File: src/rtl/scoreboard_pkg.sv
// Shared definitions for the register-hazard scoreboard.
//   DEF_NUM_REGS / DEF_PEND_W / DEF_RIDX_W : default geometry
//   reg_idx_t  : architectural register index at default geometry
//   pend_cnt_t : pending-write counter at default geometry
//   cnt_max()  : saturation value of a counter of a given width
package scoreboard_pkg;

  localparam int DEF_NUM_REGS = 32;
  localparam int DEF_PEND_W   = 2;
  localparam int DEF_RIDX_W   = $clog2(DEF_NUM_REGS);

  typedef logic [DEF_RIDX_W-1:0] reg_idx_t;
  typedef logic [DEF_PEND_W-1:0] pend_cnt_t;

  function automatic int cnt_max(input int pend_w);
    return (1 << pend_w) - 1;
  endfunction

endpackage

File: src/rtl/scoreboard_tracker_counter.sv
// sb_pend_counter: saturating net up/down pending-write counter for one register.
//   i_clk, i_rst_n          : clock, asynchronous active-low reset
//   i_inc                   : a tracked write to this register issued
//   i_dec_wb, i_dec_kill    : a write retired / a tracked write squashed
//   o_cnt                   : current count
//   o_nonzero, o_at_max, o_one : flags on the current count
//   o_nonzero_d             : next-state count is nonzero
//   o_underflow, o_overflow : this cycle's net update left the legal range
module sb_pend_counter
  import scoreboard_pkg::*;
#(
  parameter int PEND_W = DEF_PEND_W
) (
  input  logic              i_clk,
  input  logic              i_rst_n,
  input  logic              i_inc,
  input  logic              i_dec_wb,
  input  logic              i_dec_kill,
  output logic [PEND_W-1:0] o_cnt,
  output logic              o_nonzero,
  output logic              o_at_max,
  output logic              o_one,
  output logic              o_nonzero_d,
  output logic              o_underflow,
  output logic              o_overflow
);

  localparam int              SW  = PEND_W + 2;
  localparam logic [PEND_W-1:0] MAX = PEND_W'(cnt_max(PEND_W));

  logic [PEND_W-1:0] cnt_q, cnt_d;
  logic [SW-1:0]     sum;

  // Two guard bits: the net result spans -2 .. MAX+1. The top bit flags a
  // negative result, bit PEND_W (with top bit clear) flags MAX+1.
  always_comb begin
    sum         = {2'b00, cnt_q} + SW'(i_inc) - SW'(i_dec_wb) - SW'(i_dec_kill);
    o_underflow = sum[SW-1];
    o_overflow  = !sum[SW-1] && sum[PEND_W];
    cnt_d       = sum[PEND_W-1:0];
    if (o_underflow)     cnt_d = '0;
    else if (o_overflow) cnt_d = MAX;
  end

  always_ff @(posedge i_clk or negedge i_rst_n) begin
    if (!i_rst_n) cnt_q <= '0;
    else          cnt_q <= cnt_d;
  end

  assign o_cnt       = cnt_q;
  assign o_nonzero   = (cnt_q != '0);
  assign o_at_max    = (cnt_q == MAX);
  assign o_one       = (cnt_q == PEND_W'(1));
  assign o_nonzero_d = (cnt_d != '0);

endmodule

File: src/rtl/scoreboard_tracker.sv
// scoreboard_tracker: per-register pending-write scoreboard gating issue.
//   Handshake: o_issue_rdy depends only on the presented instruction fields,
//   the writeback port and counter state, never on i_issue_vld; an
//   instruction is accepted in a cycle where i_issue_vld && o_issue_rdy.
//   i_issue_vld, i_rs1/_used, i_rs2/_used, i_rd/_we : decode instruction
//   o_issue_rdy                : no source or structural hazard
//   i_wb_vld, i_wb_rd          : retiring write
//   i_kill_vld, i_kill_rd      : squashed tracked write
//   o_busy_cnt, o_empty        : registered occupancy summary
//   o_err                      : sticky underflow/overflow error
module scoreboard_tracker
  import scoreboard_pkg::*;
#(
  parameter int NUM_REGS  = DEF_NUM_REGS,
  parameter int PEND_W    = DEF_PEND_W,
  parameter bit WB_BYPASS = 1'b0,
  localparam int RIDX_W   = $clog2(NUM_REGS)
) (
  input  logic              i_clk,
  input  logic              i_rst_n,
  input  logic              i_issue_vld,
  input  logic [RIDX_W-1:0] i_rs1,
  input  logic              i_rs1_used,
  input  logic [RIDX_W-1:0] i_rs2,
  input  logic              i_rs2_used,
  input  logic [RIDX_W-1:0] i_rd,
  input  logic              i_rd_we,
  output logic              o_issue_rdy,
  input  logic              i_wb_vld,
  input  logic [RIDX_W-1:0] i_wb_rd,
  input  logic              i_kill_vld,
  input  logic [RIDX_W-1:0] i_kill_rd,
  output logic [RIDX_W:0]   o_busy_cnt,
  output logic              o_empty,
  output logic              o_err
);

  logic [NUM_REGS-1:0] inc_v, dec_wb_v, dec_kill_v;
  logic [NUM_REGS-1:0] nz_w, at_max_w, one_w, nz_next_w, unf_w, ovf_w;
  logic [PEND_W-1:0]   cnt_w [NUM_REGS];

  logic haz1, haz2, struct_stall, issue_fire;
  logic [RIDX_W:0] busy_d, busy_q;
  logic            empty_q, err_q, err_d;
  logic            unused_cnt;

  // Register 0 is hard-wired zero: no counter, every flag tied low, so it
  // never stalls and wb/kill to it are simply dropped.
  for (genvar r = 0; r < NUM_REGS; r++) begin : g_reg
    if (r == 0) begin : g_zero
      assign cnt_w[r]     = '0;
      assign nz_w[r]      = 1'b0;
      assign at_max_w[r]  = 1'b0;
      assign one_w[r]     = 1'b0;
      assign nz_next_w[r] = 1'b0;
      assign unf_w[r]     = 1'b0;
      assign ovf_w[r]     = 1'b0;
    end else begin : g_cnt
      sb_pend_counter #(.PEND_W(PEND_W)) u_cnt (
        .i_clk       (i_clk),
        .i_rst_n     (i_rst_n),
        .i_inc       (inc_v[r]),
        .i_dec_wb    (dec_wb_v[r]),
        .i_dec_kill  (dec_kill_v[r]),
        .o_cnt       (cnt_w[r]),
        .o_nonzero   (nz_w[r]),
        .o_at_max    (at_max_w[r]),
        .o_one       (one_w[r]),
        .o_nonzero_d (nz_next_w[r]),
        .o_underflow (unf_w[r]),
        .o_overflow  (ovf_w[r])
      );
    end
  end

  // A source whose last pending write retires this cycle is released early
  // only in bypass mode (write-through register file). Kills never bypass.
  always_comb begin
    haz1 = i_rs1_used && nz_w[i_rs1] &&
           !(WB_BYPASS && i_wb_vld && (i_wb_rd == i_rs1) && one_w[i_rs1]);
    haz2 = i_rs2_used && nz_w[i_rs2] &&
           !(WB_BYPASS && i_wb_vld && (i_wb_rd == i_rs2) && one_w[i_rs2]);
    struct_stall = i_rd_we && at_max_w[i_rd];
    o_issue_rdy  = !(haz1 || haz2 || struct_stall);
    issue_fire   = i_issue_vld && o_issue_rdy;
  end

  always_comb begin
    inc_v      = '0;
    dec_wb_v   = '0;
    dec_kill_v = '0;
    for (int r = 1; r < NUM_REGS; r++) begin
      inc_v[r]      = issue_fire && i_rd_we && (i_rd == RIDX_W'(r));
      dec_wb_v[r]   = i_wb_vld   && (i_wb_rd   == RIDX_W'(r));
      dec_kill_v[r] = i_kill_vld && (i_kill_rd == RIDX_W'(r));
    end
  end

  // Counter values are kept for debug visibility; only the flags drive logic.
  always_comb begin
    unused_cnt = 1'b0;
    for (int r = 0; r < NUM_REGS; r++) unused_cnt = unused_cnt ^ (^cnt_w[r]);
  end

  // Occupancy is taken from next-state counts so the registered summary
  // lines up with the counters one cycle after the update.
  always_comb begin
    busy_d = '0;
    for (int r = 0; r < NUM_REGS; r++) busy_d = busy_d + (RIDX_W+1)'(nz_next_w[r]);
    err_d = err_q || (|unf_w) || (|ovf_w);
  end

  always_ff @(posedge i_clk or negedge i_rst_n) begin
    if (!i_rst_n) begin
      busy_q  <= '0;
      empty_q <= 1'b1;
      err_q   <= 1'b0;
    end else begin
      busy_q  <= busy_d;
      empty_q <= (busy_d == '0);
      err_q   <= err_d;
    end
  end

  assign o_busy_cnt = busy_q;
  assign o_empty    = empty_q;
  assign o_err      = err_q;

endmodule

File: config.mk
export PLATFORM = sky130hd
export DESIGN_NAME = scoreboard_tracker
export DESIGN_NICKNAME = d
export VERILOG_FILES = /design/src/rtl/scoreboard_pkg.sv /design/src/rtl/scoreboard_tracker_counter.sv /design/src/rtl/scoreboard_tracker.sv
export SDC_FILE = /design/constraint.sdc
export NUM_CORES = 1
export LEC_CHECK = 0
export CAP_MARGIN = 15
export CORE_UTILIZATION = 50
export DETAILED_ROUTE_END_ITERATION = 10
export PLACE_DENSITY = 0.68
export SETUP_SLACK_MARGIN = 0.3
export SKIP_LAST_GASP = 1
export SYNTH_ARGS = -nofsm -noshare
export SYNTH_HDL_FRONTEND = slang
export SYNTH_HIERARCHICAL = 1
export SYNTH_SLANG_ARGS = --single-unit
File: constraint.sdc
create_clock -name i_clk -period 10.1 [get_ports i_clk]
set_input_delay 1.01 -clock i_clk [delete_from_list [all_inputs] [get_ports i_clk]]
set_output_delay 1.01 -clock i_clk [all_outputs]
set_load 0.05 [all_outputs]
==> metrics.csv, run 1 <==
metric,value,unit
layout cell share with drive strength beyond 1,0.06007,
Core Area,18210,µm²
Rows,49,
nature of the critical path endpoint,register,
status,"complete, no violations",
TritonCTS Sinks,70,
post-synth net total,1333,
CP max stage cell,fa_1,
number of remaining DRC errors,0,
maximum fanout along the worst path,19,
die width,139.4,µm
first-pass GRT wire length,40130,µm
Pins Over Slew Limit,0,
RSZ-0062 raised after global routing,false,
DP Worst Slack,-0.02605,ns
f_max,105.4,MHz
CTS tree,built,
final hold vios,0,
worst-skew pair later-pin latency,0.36,ns
H-Tree Level Count,3,
total CTS buffers,9,
Die H,139.4,µm
Starting Density,0.5182,
CP arrival,9.75,ns
DIE AREA,19430,µm²
CP max stage delay,0.60,ns
Max clock buf depth,2,
critical path class,primary input to register,
CP Launch Type,primary input,
max-capacitance violation count,0,
CTS root buffer,clkbuf_16,
vias in the first global route,7380,
I/O Buffers,41,
Total GRT Usage,0.2786,
cell area after synthesis,9437,µm²
Congestion Overflow GR,0,
"Area growth, synth to finish",11.79,%
Synth Instances,1082,
fin crit period,9.491,ns
worst slew pin tran,1.001,ns
Hold Crit Class,register to register,
worst setup margin,0.6094,ns
CTS Hold Bufs,0,
ANT nets after route,0,
DR pass1 iterations,5,
Worst Path Required,10.36,ns
final setup fails,0,
hpwl dp,21150,µm
WL final,25610,µm
mean number of vias per cell,5.489,
yosys warns,6,
Layout Nets,1378,
DR iter-0 viols,569,
clk slew on worst S/H paths,0.06,ns
largest net degree at the start of global routing,71,
period utilisation layout,0.9397,
Mean Syn Cell Area,8.721,µm²
GP Congestion,0.9842,
Slew HR,0.3325,
initial antenna violation count,3,
setup TNS,0,ns
Worst path most repeated cell,fa_1,
via count,7482,
I/O Pins,42,
Routed WL per cell,18.79,µm
Clock Skews,0.01035,ns
-- critical path: cells and delay by family --
kind | cells | cell delay [ns]
AOI/OAI and AO/OA | 7 | 1.39
muxes | 1 | 0.52
buffers and inverters | 7 | 1.18
and+or+nand+nor | 5 | 1.18
adders and majority gates | 10 | 4.47
-- final timing paths --
check	startpoint	end	slack, ns	cells after the start
setup / recovery	i_rd[1]	o_empty	0.61	30
hold reg to reg	g_reg[23].g_cnt.u_cnt/o_cnt[1]	g_reg[23].g_cnt.u_cnt/o_cnt[1]	0.66	1
hold / removal	g_reg[23].g_cnt.u_cnt/o_cnt[1]	g_reg[23].g_cnt.u_cnt/o_cnt[1]	0.66	1
setup reg to reg	g_reg[7].g_cnt.u_cnt/o_cnt[1]	o_empty	1.15	32
min in group asynchronous	i_rst_n	o_busy_cnt[5]	0.80	1
max in group asynchronous	i_rst_n	g_reg[26].g_cnt.u_cnt/o_cnt[1]	8.62	1
-- state kept, by name, indices dropped and copies added, names as in the netlist --
| name | cells |
|---|---|
| o_empty | 1 |
| o_busy_cnt | 6 |
| g.g_cnt.u_cnt/o_cnt | 62 |
| o_err | 1 |
-- layout by cell type (no fill, tap or decap), types with 3 or more instances in the layout --
cell type        instances
nor4_1                  34
nand3b_1                 4
nand4_1                  8
nor2_1                  92
nand3_1                 13
inv_1                  232
mux2i_1                 10
o21ai_0                 33
a31oi_1                 32
nor2b_1                 74
dfrtp_1                 69
nor3_1                  47
dlymetal6s2s_1           3
clkbuf_16                9
a21oi_1                  4
nand2b_1                10
nand2_1                 50
clkdlybuf4s50_1         37
and2_1                  31
mux4_2                  14
ha_1                   133
nor4_2                  10
buf_4                   17
xnor2_1                  3
fa_1                    85
mux4_1                   4
nand4b_1                 4
or2_1                   31
-- through the flow --
step / hold slack (ns) / utilization / instance area, µm² / cells
global route: 0.6978 / 0.5791 / 10540 / 1361
floorplan: 0.6225 / - / 9437 / 1082
CTS: 0.6670 / 0.5716 / 10410 / 1357
detailed placement: 0.6522 / 0.5564 / 10130 / 1341
finish: 0.6633 / 0.5793 / 10550 / 1363
global placement: 0.6569 / 0.5564 / 10130 / 1341
-- per-layer routing --
| metal | share of wire | track usage |
|---|---|---|
| met4 | 0.033 | 0.1193 |
| met1 | 0.44 | 0.3702 |
| met2 | 0.44 | 0.4282 |
| met3 | 0.086 | 0.07433 |
| met5 | 0 | 0 |
-- what timing repair did --
action                                  in CTS  in global routing
endpoints found under the setup margin       0                  1
buffers inserted                             0                  4
gates resized for setup                      0                 16
-- cell type report --
| class | instances | area [µm²] |
|---|---|---|
| fill | 1632 | 7660 |
| timing repair buffer | 59 | 575.6 |
| antenna | 2 | 5.005 |
| sequential | 70 | 1753 |
| tap | 229 | 286.5 |
| multi-input combinational | 755 | 6782 |
| clock buffer | 11 | 242.7 |
| clock inverter | 5 | 33.78 |
| inverter | 232 | 870.8 |
Power of run 1 is not shown: default switching activity piles up to over one toggle a cycle in this logic, so the estimate is an artifact.
==> inputs of run 2 (changes only) <==
Settings changed: CAP_MARGIN 15 to default, HOLD_SLACK_MARGIN from default to 0.12, RECOVER_POWER from default to 100.
==> run 2 against run 1 <==
  * The run now ends with capacitance limit, slew limit left
  * Via count rose by 0.78%
  * Cell count did not move
  * Highest routed layer unchanged
  * Critical endpoint unchanged
  * Setup slack worse by 0.13 ns
  * Critical path depth did not move
==> metrics.csv, run 2 (synthesis results as in run 1) <==
metric,value,unit
status,"finished, violations left",
failing checks,"capacitance limit, slew limit",
fin util,0.5747,
first-pass GRT wire length,40130,µm
Congestion Overflow GR,0,
Rows,49,
WL final,25540,µm
CP arrival,9.88,ns
most frequent cells in the layout,"inv_1, ha_1, nor2_1, fa_1, nor2b_1",
H-Tree Level Count,3,
CTS root buffer,clkbuf_16,
via count,7540,
nature of the critical path endpoint,register,
Total GRT Usage,0.2786,
DR pass1 iterations,5,
"setup slack, reg-to-reg",1.01,ns
maximum fanout along the worst path,19,
FF+latch area,1753,µm²
clk slew on worst S/H paths,0.06,ns
f_max,103.9,MHz
critical path class,primary input to register,
total CTS buffers,9,
largest net degree at the start of global routing,71,
CTS tree,built,
Hold Crit Class,register to register,
Clock Skews,0.01047,ns
max-capacitance violation count,1,
ANT nets after route,0,
initial antenna violation count,3,
Core Area,18210,µm²
CP max stage cell,fa_1,
period utilisation layout,0.9525,
DR iter-0 viols,638,
die width,139.4,µm
hpwl dp,21150,µm
Worst Path Required,10.36,ns
final setup fails,0,
Starting Density,0.5182,
DIE AREA,19430,µm²
Max clock buf depth,2,
Worst path most repeated cell,fa_1,
Layout Nets,1378,
worst-skew pair later-pin latency,0.36,ns
I/O Buffers,41,
Pins Over Slew Limit,71,
mean number of vias per cell,5.532,
Final Instance Count excl. Fillers,1363,
vias in the first global route,7380,
fin crit period,9.620,ns
RSZ-0062 raised after global routing,false,
GP Congestion,0.9842,
number of remaining DRC errors,0,
TritonCTS Sinks,70,
"most common cell after layout, fill and taps aside",inv_1,
"Area growth, synth to finish",10.89,%
Slew HR,-1.808,
Routed WL per cell,18.74,µm
Multi-input gate area,6708,µm²
max FFs per register,62,
layout cell share with drive strength beyond 1,0.04947,
worst slew pin tran,4.212,ns
Die H,139.4,µm
CP Launch Type,primary input,
Fill cells,1649,
final hold vios,0,
I/O Pins,42,
CP max stage delay,0.60,ns
Placed Cells,1341,
[run 2: cell count changes in the layout (fill, tap and decap cells not counted)]
cell	delta
buf_4	-3
clkdlybuf4s50_1	-9
nor4_2	-7
dlygate4sd3_1	+9
nor4_4	-2
nor4_1	+9
clkbuf_1	+3
[run 2: critical path: cells and delay by family]
family / cells / cell delay [ns]
adder cells (fa/ha/maj): 10 / 4.54
AO/OA/AOI/OAI: 7 / 1.37
AND/OR/NAND/NOR: 5 / 1.27
buffers and inverters: 7 / 1.16
multiplexers: 1 / 0.52
[run 2: final cells by class]
cell class,count,share of cell area
Inverter,232,0.08322
Timing Repair Buffer,59,0.05393
Sequential cell,70,0.1675
Clock inverter,5,0.003229
Tap cell,229,0.02738
Multi-Input combinational cell,755,0.6410
Antenna cell,2,0.0004783
Clock buffer,11,0.02320
[run 2: layer usage]
layer / GRT usage / up-vias / part of all wire
met1: 0.3702 / 3619 / 0.43
li1: - / 3574 / -
met2: 0.4282 / 285 / 0.44
met4: 0.1193 / 0 / 0.038
met3: 0.07433 / 62 / 0.094
met5: 0 / - / 0
[run 2: final timing paths]
path                                                startpoint  cells past startpoint                              to
worst max-delay path                                   i_rd[1]                     30                         o_empty
worst min-delay path            g_reg[23].g_cnt.u_cnt/o_cnt[1]                      1  g_reg[23].g_cnt.u_cnt/o_cnt[1]
worst max register to register   g_reg[7].g_cnt.u_cnt/o_cnt[1]                     30                         o_empty
worst min register to register  g_reg[23].g_cnt.u_cnt/o_cnt[1]                      1  g_reg[23].g_cnt.u_cnt/o_cnt[1]
max in group asynchronous                              i_rst_n                      1  g_reg[26].g_cnt.u_cnt/o_cnt[1]
min in group asynchronous                              i_rst_n                      1                   o_busy_cnt[5]
[run 2: stage by stage]
stage	area (µm²)	worst slack [ns]	TNS (ns)	hold slack, ns
2_1_floorplan	9437	1.177	0	0.6225
3_5_place_dp	10130	-0.02605	-0.02605	0.6522
3_3_place_gp	10130	0.1843	0	0.6569
5_1_grt	10460	0.1504	0	0.6978
4_1_cts	10410	0.3072	0	0.6670
6_report	10460	0.4798	0	0.6632
[run 2: what timing repair did]
item | in CTS | in global routing
setup endpoints to repair | 0 | 1
hold buffers | 0 | 0
gates resized for setup | 0 | 16
buffers inserted | 0 | 4
Power of run 2 is left out for the same reason.
==> inputs of run 3 (changes only) <==
Settings changed: CORE_UTILIZATION 50 to 63, PLACE_DENSITY 0.68 to 0.82, SKIP_CTS_REPAIR_TIMING from default to 1.
==> run 3 against run 2 <==
  * The run still ends with capacitance limit, slew limit left
  * Die area shrank 20%
  * Clock skew grew 0.0021 ns
  * Cell area grew 1.2%
  * Maximum frequency grew 0.54%
  * First-iteration DRC count grew 11%
  * Setup slack gained 0.051 ns
  * Critical endpoint unchanged
  * Highest routed layer unchanged
==> metrics.csv, run 3 (synthesis results as in run 1) <==
metric,value,unit
Rows,44,
failing checks,"capacitance limit, slew limit",
Worst Path Required,10.36,ns
first-pass GRT wire length,41140,µm
met1 usage,0.4773,
ANT nets after route,0,
Congestion Overflow GR,0,
CTS root buffer,clkbuf_16,
final setup fails,0,
fin crit period,9.569,ns
CP arrival,9.83,ns
f_max,104.5,MHz
Final Instance Count excl. Fillers,1327,
final hold vios,0,
DIE AREA,15470,µm²
Starting Density,0.6468,
I/O Buffers,41,
FF+latch area,1753,µm²
total CTS buffers,9,
H-Tree Level Count,3,
DR pass1 iterations,5,
Global Route met3 Usage,0.09923,
Multi-input gate area,6860,µm²
Critical Path Start,i_rs2[2],
layout cell share with drive strength beyond 1,0.05784,
"setup slack, reg-to-reg",0.95,ns
I/O Pins,42,
CP max stage delay,0.79,ns
CTS tree,built,
Worst path most repeated cell,fa_1,
Pins Over Slew Limit,71,
Hold Crit Class,register to register,
Total GRT Usage,0.3516,
CP max stage cell,dlygate4sd3_1,
Max clock buf depth,2,
die width,124.4,µm
Clock Skews,0.01260,ns
DR iter-0 viols,710,
CP Launch Type,primary input,
Layout Nets,1387,
met2 Usage GRT,0.5431,
worst setup margin,0.5311,ns
largest net degree at the start of global routing,71,
number of remaining DRC errors,0,
initial antenna violation count,2,
critical path class,primary input to register,
RSZ-0062 raised after global routing,false,
mean number of vias per cell,5.946,
Routed WL per cell,19.89,µm
Crit Reg-Reg Endpoint,o_empty,
clk slew on worst S/H paths,0.06,ns
Core Area,14590,µm²
DP Worst Slack,-0.1774,ns
period utilisation layout,0.9474,
"Area growth, synth to finish",12.25,%
worst slew pin tran,4.089,ns
worst-skew pair later-pin latency,0.35,ns
Die H,124.4,µm
max-capacitance violation count,1,
"most common cell after layout, fill and taps aside",inv_1,
hpwl dp,21330,µm
fin util,0.7261,
max FFs per register,62,
WL final,26390,µm
Reg2Reg Depth,31,
nature of the critical path endpoint,register,
RR Startpoint,g_reg[29].g_cnt.u_cnt/o_cnt[1],
Fill cells,1124,
setup TNS,0,ns
Placed Cells,1300,
via count,7891,
TritonCTS Sinks,70,
vias in the first global route,7676,
GP Congestion,1.072,
most frequent cells in the layout,"inv_1, ha_1, nor2_1, fa_1, nor2b_1",
CP endpoint,o_empty,
status,"finished, violations left",
layer with the highest usage,met2,
Slew HR,-1.726,
maximum fanout along the worst path,8,
run 3: critical path: cells and delay by family:
kind	cells	cell delay [ns]
AOI/OAI and AO/OA	6	1.24
muxes	1	0.14
xor gates and xnor gates	1	0.14
and+or+nand+nor	5	1.05
buffers and inverters	9	1.57
adders and majority gates	11	4.68
run 3: layout make-up:
class | instances | area share
well taps | 184 | 0.02173
repair buffers | 65 | 0.05433
multi-input cells | 758 | 0.6476
inverters | 232 | 0.08221
clock inverters | 6 | 0.006497
diodes | 2 | 0.0004725
flip-flops and latches | 70 | 0.1655
clock buffers | 10 | 0.02162
run 3: per-stage QoR:
| stage | area [µm²] | hold WS [ns] |
|---|---|---|
| global route | 10590 | 0.6903 |
| detailed placement | 10100 | 0.6536 |
| floorplan | 9437 | 0.6225 |
| global placement | 10100 | 0.6337 |
| finish | 10590 | 0.6690 |
| CTS | 10400 | 0.6686 |
run 3: worst min path at each step:
stage,start,end,cells past startpoint
2_1_floorplan,g_reg[10].g_cnt.u_cnt/o_cnt[1],g_reg[10].g_cnt.u_cnt/o_cnt[1],1
3_3_place_gp,o_err,o_err,3
3_5_place_dp,g_reg[11].g_cnt.u_cnt/o_cnt[1],g_reg[11].g_cnt.u_cnt/o_cnt[1],1
4_1_cts,g_reg[11].g_cnt.u_cnt/o_cnt[1],g_reg[11].g_cnt.u_cnt/o_cnt[1],1
5_1_grt,g_reg[16].g_cnt.u_cnt/o_cnt[1],g_reg[16].g_cnt.u_cnt/o_cnt[1],1
6_report,g_reg[15].g_cnt.u_cnt/o_cnt[1],g_reg[15].g_cnt.u_cnt/o_cnt[1],1
run 3: metal layers:
| layer | routed length (µm) | vias to the layer above |
|---|---|---|
| met2 | 11820 | 401 |
| met5 | 0 | - |
| li1 | - | 3584 |
| met4 | 951 | 0 |
| met3 | 2942 | 64 |
| met1 | 10680 | 3842 |
Power of run 3 is left out for the same reason.
